`config.mk`:
```
export PLATFORM = sky130hd
export DESIGN_NAME = bin_to_bcd_display
export DESIGN_NICKNAME = d
export VERILOG_FILES = /design/src/rtl/bin_to_bcd_display.sv
export SDC_FILE = /design/constraint.sdc
export NUM_CORES = 1
export LEC_CHECK = 0
export CAP_MARGIN = 0
export CORE_ASPECT_RATIO = 0.7
export CORE_MARGIN = 10
export CORE_UTILIZATION = 45
export CTS_BUF_LIST = sky130_fd_sc_hd__clkbuf_4 sky130_fd_sc_hd__clkbuf_8
export DETAILED_ROUTE_END_ITERATION = 10
export GPL_TIMING_DRIVEN = 0
export PLACE_DENSITY = 0.77
export SLEW_MARGIN = 20
export SYNTH_ARGS = -nofsm -noshare
export SYNTH_HDL_FRONTEND = slang
export SYNTH_SLANG_ARGS = --single-unit
```
`constraint.sdc`:
```
create_clock -name clk -period 2.5 [get_ports clk]
set_input_delay 0.75 -clock clk [delete_from_list [all_inputs] [get_ports clk]]
set_output_delay 0.75 -clock clk [all_outputs]
set_load 0.01 [all_outputs]
```
`src/rtl/bin_to_bcd_display.sv`:
```
// Serial double-dabble binary-to-BCD converter driving a
// multiplexed common-anode 7-segment panel with blanking and overflow dash.
module bin_to_bcd_display #(
    parameter int WIDTH       = 10,
    parameter int DIGITS      = 4,
    parameter int REFRESH_DIV = 50000,
    parameter int BLANK_LZ    = 1
) (
    input  logic                clk,
    input  logic                rst_n,
    input  logic [WIDTH-1:0]    bin,
    input  logic                load,
    output logic                busy,
    output logic                done,
    output logic [4*DIGITS-1:0] bcd,
    output logic                overflow,
    output logic [6:0]          seg,
    output logic [DIGITS-1:0]   an
);
    localparam int BW = 4 * DIGITS;
    localparam int CW = $clog2(WIDTH + 1);
    localparam int RW = $clog2(REFRESH_DIV);
    localparam int IW = (DIGITS > 1) ? $clog2(DIGITS) : 1;

    function automatic logic [63:0] pow10(input int n);
        logic [63:0] p;
        p = 64'd1;
        for (int i = 0; i < n; i++) p = p * 64'd10;
        return p;
    endfunction

    localparam logic [63:0] MAXV = pow10(DIGITS) - 64'd1;

    function automatic logic [6:0] seg7(input logic [3:0] n);
        case (n)
            4'd0:    return 7'b1000000;
            4'd1:    return 7'b1111001;
            4'd2:    return 7'b0100100;
            4'd3:    return 7'b0110000;
            4'd4:    return 7'b0011001;
            4'd5:    return 7'b0010010;
            4'd6:    return 7'b0000010;
            4'd7:    return 7'b1111000;
            4'd8:    return 7'b0000000;
            4'd9:    return 7'b0010000;
            default: return 7'b1111111;
        endcase
    endfunction

    typedef enum logic [1:0] {S_IDLE, S_SHIFT, S_DONE} state_t;

    state_t            state, state_n;
    logic [WIDTH-1:0]  sh, sh_n;
    logic [BW-1:0]     scr, scr_n, adj;
    logic [CW-1:0]     cnt, cnt_n;
    logic              cap, cap_n;
    logic [BW-1:0]     bcd_n;
    logic              ovf_n, done_n;

    always_comb begin
        state_n = state;
        sh_n    = sh;
        scr_n   = scr;
        cnt_n   = cnt;
        cap_n   = cap;
        bcd_n   = bcd;
        ovf_n   = overflow;
        done_n  = 1'b0;
        adj     = '0;
        for (int i = 0; i < DIGITS; i++) begin
            adj[4*i +: 4] = (scr[4*i +: 4] >= 4'd5) ?
                            scr[4*i +: 4] + 4'd3 : scr[4*i +: 4];
        end
        case (state)
            S_IDLE: begin
                if (load) begin
                    sh_n    = bin;
                    scr_n   = '0;
                    cnt_n   = CW'(WIDTH);
                    cap_n   = 64'(bin) > MAXV;
                    state_n = S_SHIFT;
                end
            end
            S_SHIFT: begin
                {scr_n, sh_n} = {adj, sh} << 1;
                cnt_n = cnt - CW'(1);
                if (cnt == CW'(1)) state_n = S_DONE;
            end
            S_DONE: begin
                bcd_n   = scr;
                ovf_n   = cap;
                done_n  = 1'b1;
                state_n = S_IDLE;
            end
            default: state_n = S_IDLE;
        endcase
    end

    always_ff @(posedge clk or negedge rst_n) begin
        if (!rst_n) begin
            state    <= S_IDLE;
            sh       <= '0;
            scr      <= '0;
            cnt      <= '0;
            cap      <= 1'b0;
            bcd      <= '0;
            overflow <= 1'b0;
            done     <= 1'b0;
        end else begin
            state    <= state_n;
            sh       <= sh_n;
            scr      <= scr_n;
            cnt      <= cnt_n;
            cap      <= cap_n;
            bcd      <= bcd_n;
            overflow <= ovf_n;
            done     <= done_n;
        end
    end

    // busy covers the done cycle so the result is visible before a restart
    assign busy = (state != S_IDLE) | done;

    logic [RW-1:0] rcnt;
    logic [IW-1:0] idx;
    logic [3:0]    nib;
    logic          blank;
    logic [6:0]    seg_n;
    logic [BW-1:0] upper;

    always_comb begin
        nib   = '0;
        blank = 1'b0;
        upper = '0;
        for (int i = 0; i < DIGITS; i++) begin
            if (idx == IW'(i)) begin
                nib   = bcd[4*i +: 4];
                upper = bcd >> (4 * i);
                blank = (BLANK_LZ != 0) && (i > 0) && (upper == '0);
            end
        end
        if (overflow)   seg_n = 7'b0111111;
        else if (blank) seg_n = 7'b1111111;
        else            seg_n = seg7(nib);
    end

    always_ff @(posedge clk or negedge rst_n) begin
        if (!rst_n) begin
            rcnt <= '0;
            idx  <= '0;
            seg  <= 7'b1111111;
            an   <= '1;
        end else begin
            if (rcnt == RW'(REFRESH_DIV - 1)) begin
                rcnt <= '0;
                idx  <= (idx == IW'(DIGITS - 1)) ? '0 : idx + IW'(1);
            end else begin
                rcnt <= rcnt + RW'(1);
            end
            seg <= seg_n;
            an  <= ~(DIGITS'(1) << idx);
        end
    end
endmodule
```
==> impl_metrics.csv <==
group,metric,value,unit
critical_path,cp.required,1.75,ns
floorplanning,core_area,8040,um2
yosys,synthTopCellsByCount,"dfrtp_1 (67), nand2_1 (32), inv_1 (23), o21ai_0 (22)",
critical_path,start_kind,"register",
critical_path,cp.arrival,1.60,ns
floorplanning,row_count,27,
cts,clock_latency,0.35,ns
power,switchingPower,1750,uW
layout,syn_to_final_growth,20.53,%
yosys,ys.warnings.count,0,
power,pwr-share-clk,18.5,%
yosys,ys_seq_area_share,51.93,%
drt,post_drt_via_cell_ratio,5.360,
sta,setup_tns,0,ns
global_routing,antenna_found_initial,0,
critical_path,ff2ff_path_depth,10,
sta,setup_viol,0,
yosys,synth_area,3785,um2
run_status,status,"finished clean",
flow_run,cap_viol_max_count,0,
cts,cts_tree,"yes",
yosys,synth_xor_area_share,4.397,%
yosys,async_flop_share,100.0,%
yosys,syn_nets,382,
placed_design,dp_hpwl,5965,um
yosys,synth_compound_area_share,12.69,%
drt,routed.top_layer,"met4",
layout,final.fill_count,693,
drt,wl_per_cell,15.69,um
power,p_int,3109,uW
placed_design,preCtsSetupSlack,-0.03753,ns
power,ir_worst_vdd,0.0003743,V
layout,layout.nets,437,
hold_path,hp-class,"primary input to async pin",
cts,cts-hold-fix-buffers,0,
drt,first_iter_violations,291,
critical_path,reg2reg_to,"seg[6]$_DFF_PN1_",
drt,via_count,2755,
yosys,synthMuxAreaShare,5.917,%
sta,fin_crit_sh,94.15,%
sta,fin_ws,0.1462,ns
global_routing,grt_usage,13.41,%
floorplanning,io_pins,43,
cts,htreeDepth,3,
critical_path,cp-end-kind,"primary output",
yosys,synth_cells,353,
power,p_seq_share,41.6,%
yosys,syn_avg_cell_area,10.72,um2
sta,finClkSkew,0.01305,ns
critical_path,crit_type,"register to primary output",
sta,hold_slack,0.2703,ns
drt,met3_length,538,um
cts,clkTransAtPathRegs,0.08,ns
power,powerDensity,1065,nW/um2
yosys,synth_top_area_share,44.30,%
yosys,yosys.area.top_type,"dfrtp_1",
cts,clock_path_buffers,2,
power,power_frac_comb,39.8,%
placed_design,gp_congestion,0.8100,
power,switching_share,36.01,%
critical_path,r2r_setup_slack,0.23,ns
sta,worst_slew_pin_slew,0.7801,ns
global_routing,grt_max_degree,60,
floorplanning,initial_core_util,47.07,%
yosys,synthSimpleGateAreaFrac,15.57,%
drt,dr.pass1.iters,4,
layout,drive_above_1_share,14.04,%
yosys,ys_ff_latch,78,
yosys,synth-adder-area-share,5.289,%
layout,final_cells,514,
sta,rsz0062_at_grt,"no",
sta,relSlewSlack,47.68,%
yosys,ys_types,47,
critical_path,cpPeakStageDelay,0.48,ns
drt,drc,0,
critical_path,crit_chain,"or3_1, clkdlybuf4s50_1",
drt,antenna_left,0,
layout,antenna_cells,0,
yosys,synth_top_family_by_area,"simple AND/OR/NAND/NOR gates",
yosys,synth.most_common_cell,"dfrtp_1",
placed_design,dp_cells,496,
drt,wl,8063,um
global_routing,grt_pass1_wl,13750,um
floorplanning,die_area,12540,um2
critical_path,path_max_fanout,6,
power,leakagePower,0.002026,uW
critical_path,r2r_start,"idx[0]$_DFFE_PN0N_",
sta,fmax,0.4248,GHz
sta,drv_slew,0,
drt,wl_met1,3915,um
sta,hold_viol,0,
global_routing,grt_pass1_vias,2728,
sta,period_needed,2.354,ns
placed_design,numPortBuffers,41,
floorplanning,fp.dieW,129.6,um
global_routing,grt_overflow,0,
cts,root_buffer,"clkbuf_8",
cts,numCtsBuffers,9,
yosys,ys_top_cells_by_area,"dfrtp_1 (44%), dfstp_2 (7.6%), mux2_2 (5.7%), ha_1 (5.3%), nand2_1 (3.2%)",
cts,cts.sinks,78,
floorplanning,die_h,96.73,um
critical_path,slowest_stage,"clkdlybuf4s50_1",
yosys,synth_edf_count,0,
yosys,yosys_most_used_dff,"dfrtp_1",
drt,wl_met2,3510,um
## power groups by stage
stage / Sequential, uW / Combinational (uW) / Clock, uW
final: 2020 / 1940 / 900
after global routing: 2090 / 2200 / 975
after CTS: 2020 / 1920 / 920
after detailed placement: 2040 / 1910 / 0
after global placement: 2030 / 1840 / 0
after floorplan: 2020 / 1190 / 0
## logic make-up (layout without fill, tap and decap cells)
kind of cell               after synthesis  after routing
and+or+nand+nor                        111            111
buffers and inverters                   37             97
muxes                                   20             20
xor gates and xnor gates                19             19
other                                    1              1
DFF                                     78             78
adders and majority gates               16             16
AOI/OAI and AO/OA                       71             71
## cell type report
type	count	area [um2]	area share, %
clock inverters	1	5.005	0.1097
well taps	101	126.4	2.770
multi-input cells	238	1672	36.64
clock buffers	15	187.7	4.114
inverters	23	86.33	1.892
plain buffers	14	68.82	1.509
flip-flops and latches	78	1966	43.09
repair buffers	44	450.4	9.874
## timing repair
| action | CTS | global route |
|---|---|---|
| gates resized for setup | 0 | 1 |
| endpoints found under the hold margin | 0 | 0 |
| endpoints found under the setup margin | 0 | 4 |
| setup buffers | 0 | 2 |
## critical path, delay by kind of cell (launching register included)
kind / cells / cell delay (ns)
buffers and inverters: 1 / 0.48
DFF: 1 / 0.42
and+or+nand+nor: 1 / 0.37
## sequential cells by signal, indices dropped and copies added (netlist names)
| name | count |
|---|---|
| bcd | 16 |
| rcnt | 16 |
| scr | 16 |
| sh | 10 |
| seg | 7 |
| an | 4 |
| cnt | 4 |
| idx | 2 |
| state | 2 |
| done | 1 |
## worst max path at each step
stage | start | end | cells past startpoint
finish | state[1]$_DFFE_PN0P_ | busy | 2
global route | idx[0]$_DFFE_PN0N_ | seg[1]$_DFF_PN1_ | 7
CTS | idx[0]$_DFFE_PN0N_ | seg[6]$_DFF_PN1_ | 9
detailed placement | load | scr[13]$_DFFE_PN0P_ | 6
global placement | rst_n | rcnt[11]$_DFF_PN0_ | 1
floorplan | idx[0]$_DFFE_PN0N_ | seg[6]$_DFF_PN1_ | 9
## placed cells by master, fill, tap and decap left out, types with 3 or more instances in the layout
master | netlist | routed
dfstp_2 | 11 | 11
dfrtp_1 | 67 | 67
xnor2_1 | 10 | 10
mux2_2 | 19 | 19
nand3b_1 | 4 | 4
nand2b_1 | 6 | 6
buf_4 | 2 | 5
nor3b_1 | 6 | 6
a22oi_1 | 9 | 9
and3_1 | 5 | 5
a32o_1 | 4 | 4
a211oi_1 | 5 | 5
o21ai_0 | 22 | 22
nand2_1 | 32 | 32
clkbuf_8 | 0 | 12
clkdlybuf4s50_1 | 0 | 40
nor2b_1 | 5 | 5
o31ai_1 | 9 | 9
inv_1 | 23 | 23
nor3_1 | 6 | 6
ha_1 | 16 | 16
a21oi_1 | 10 | 10
nor2_1 | 11 | 11
nor4_1 | 4 | 4
clkbuf_1 | 9 | 9
nand3_1 | 19 | 19
or4_1 | 4 | 4
clkbuf_4 | 0 | 3
xor2_1 | 9 | 9
## layer usage
metal  global-route usage, %  up-vias
li1                        -     1364
met1                   18.47     1325
met2                   19.19       56
met3                   4.407       10
met4                   4.538        0
met5                       0        -
## metrics by stage
stage                     cell area, um2  util (%)  power [uW]
after global placement              4322     53.75        3870
final                               4562     56.74        4859
after CTS                           4539     56.46        4865
after detailed placement            4347     54.06        3953
after floorplan                     3785         -        3204
after global routing                4562     56.74        5265
Power figures use the tool's default switching activity.
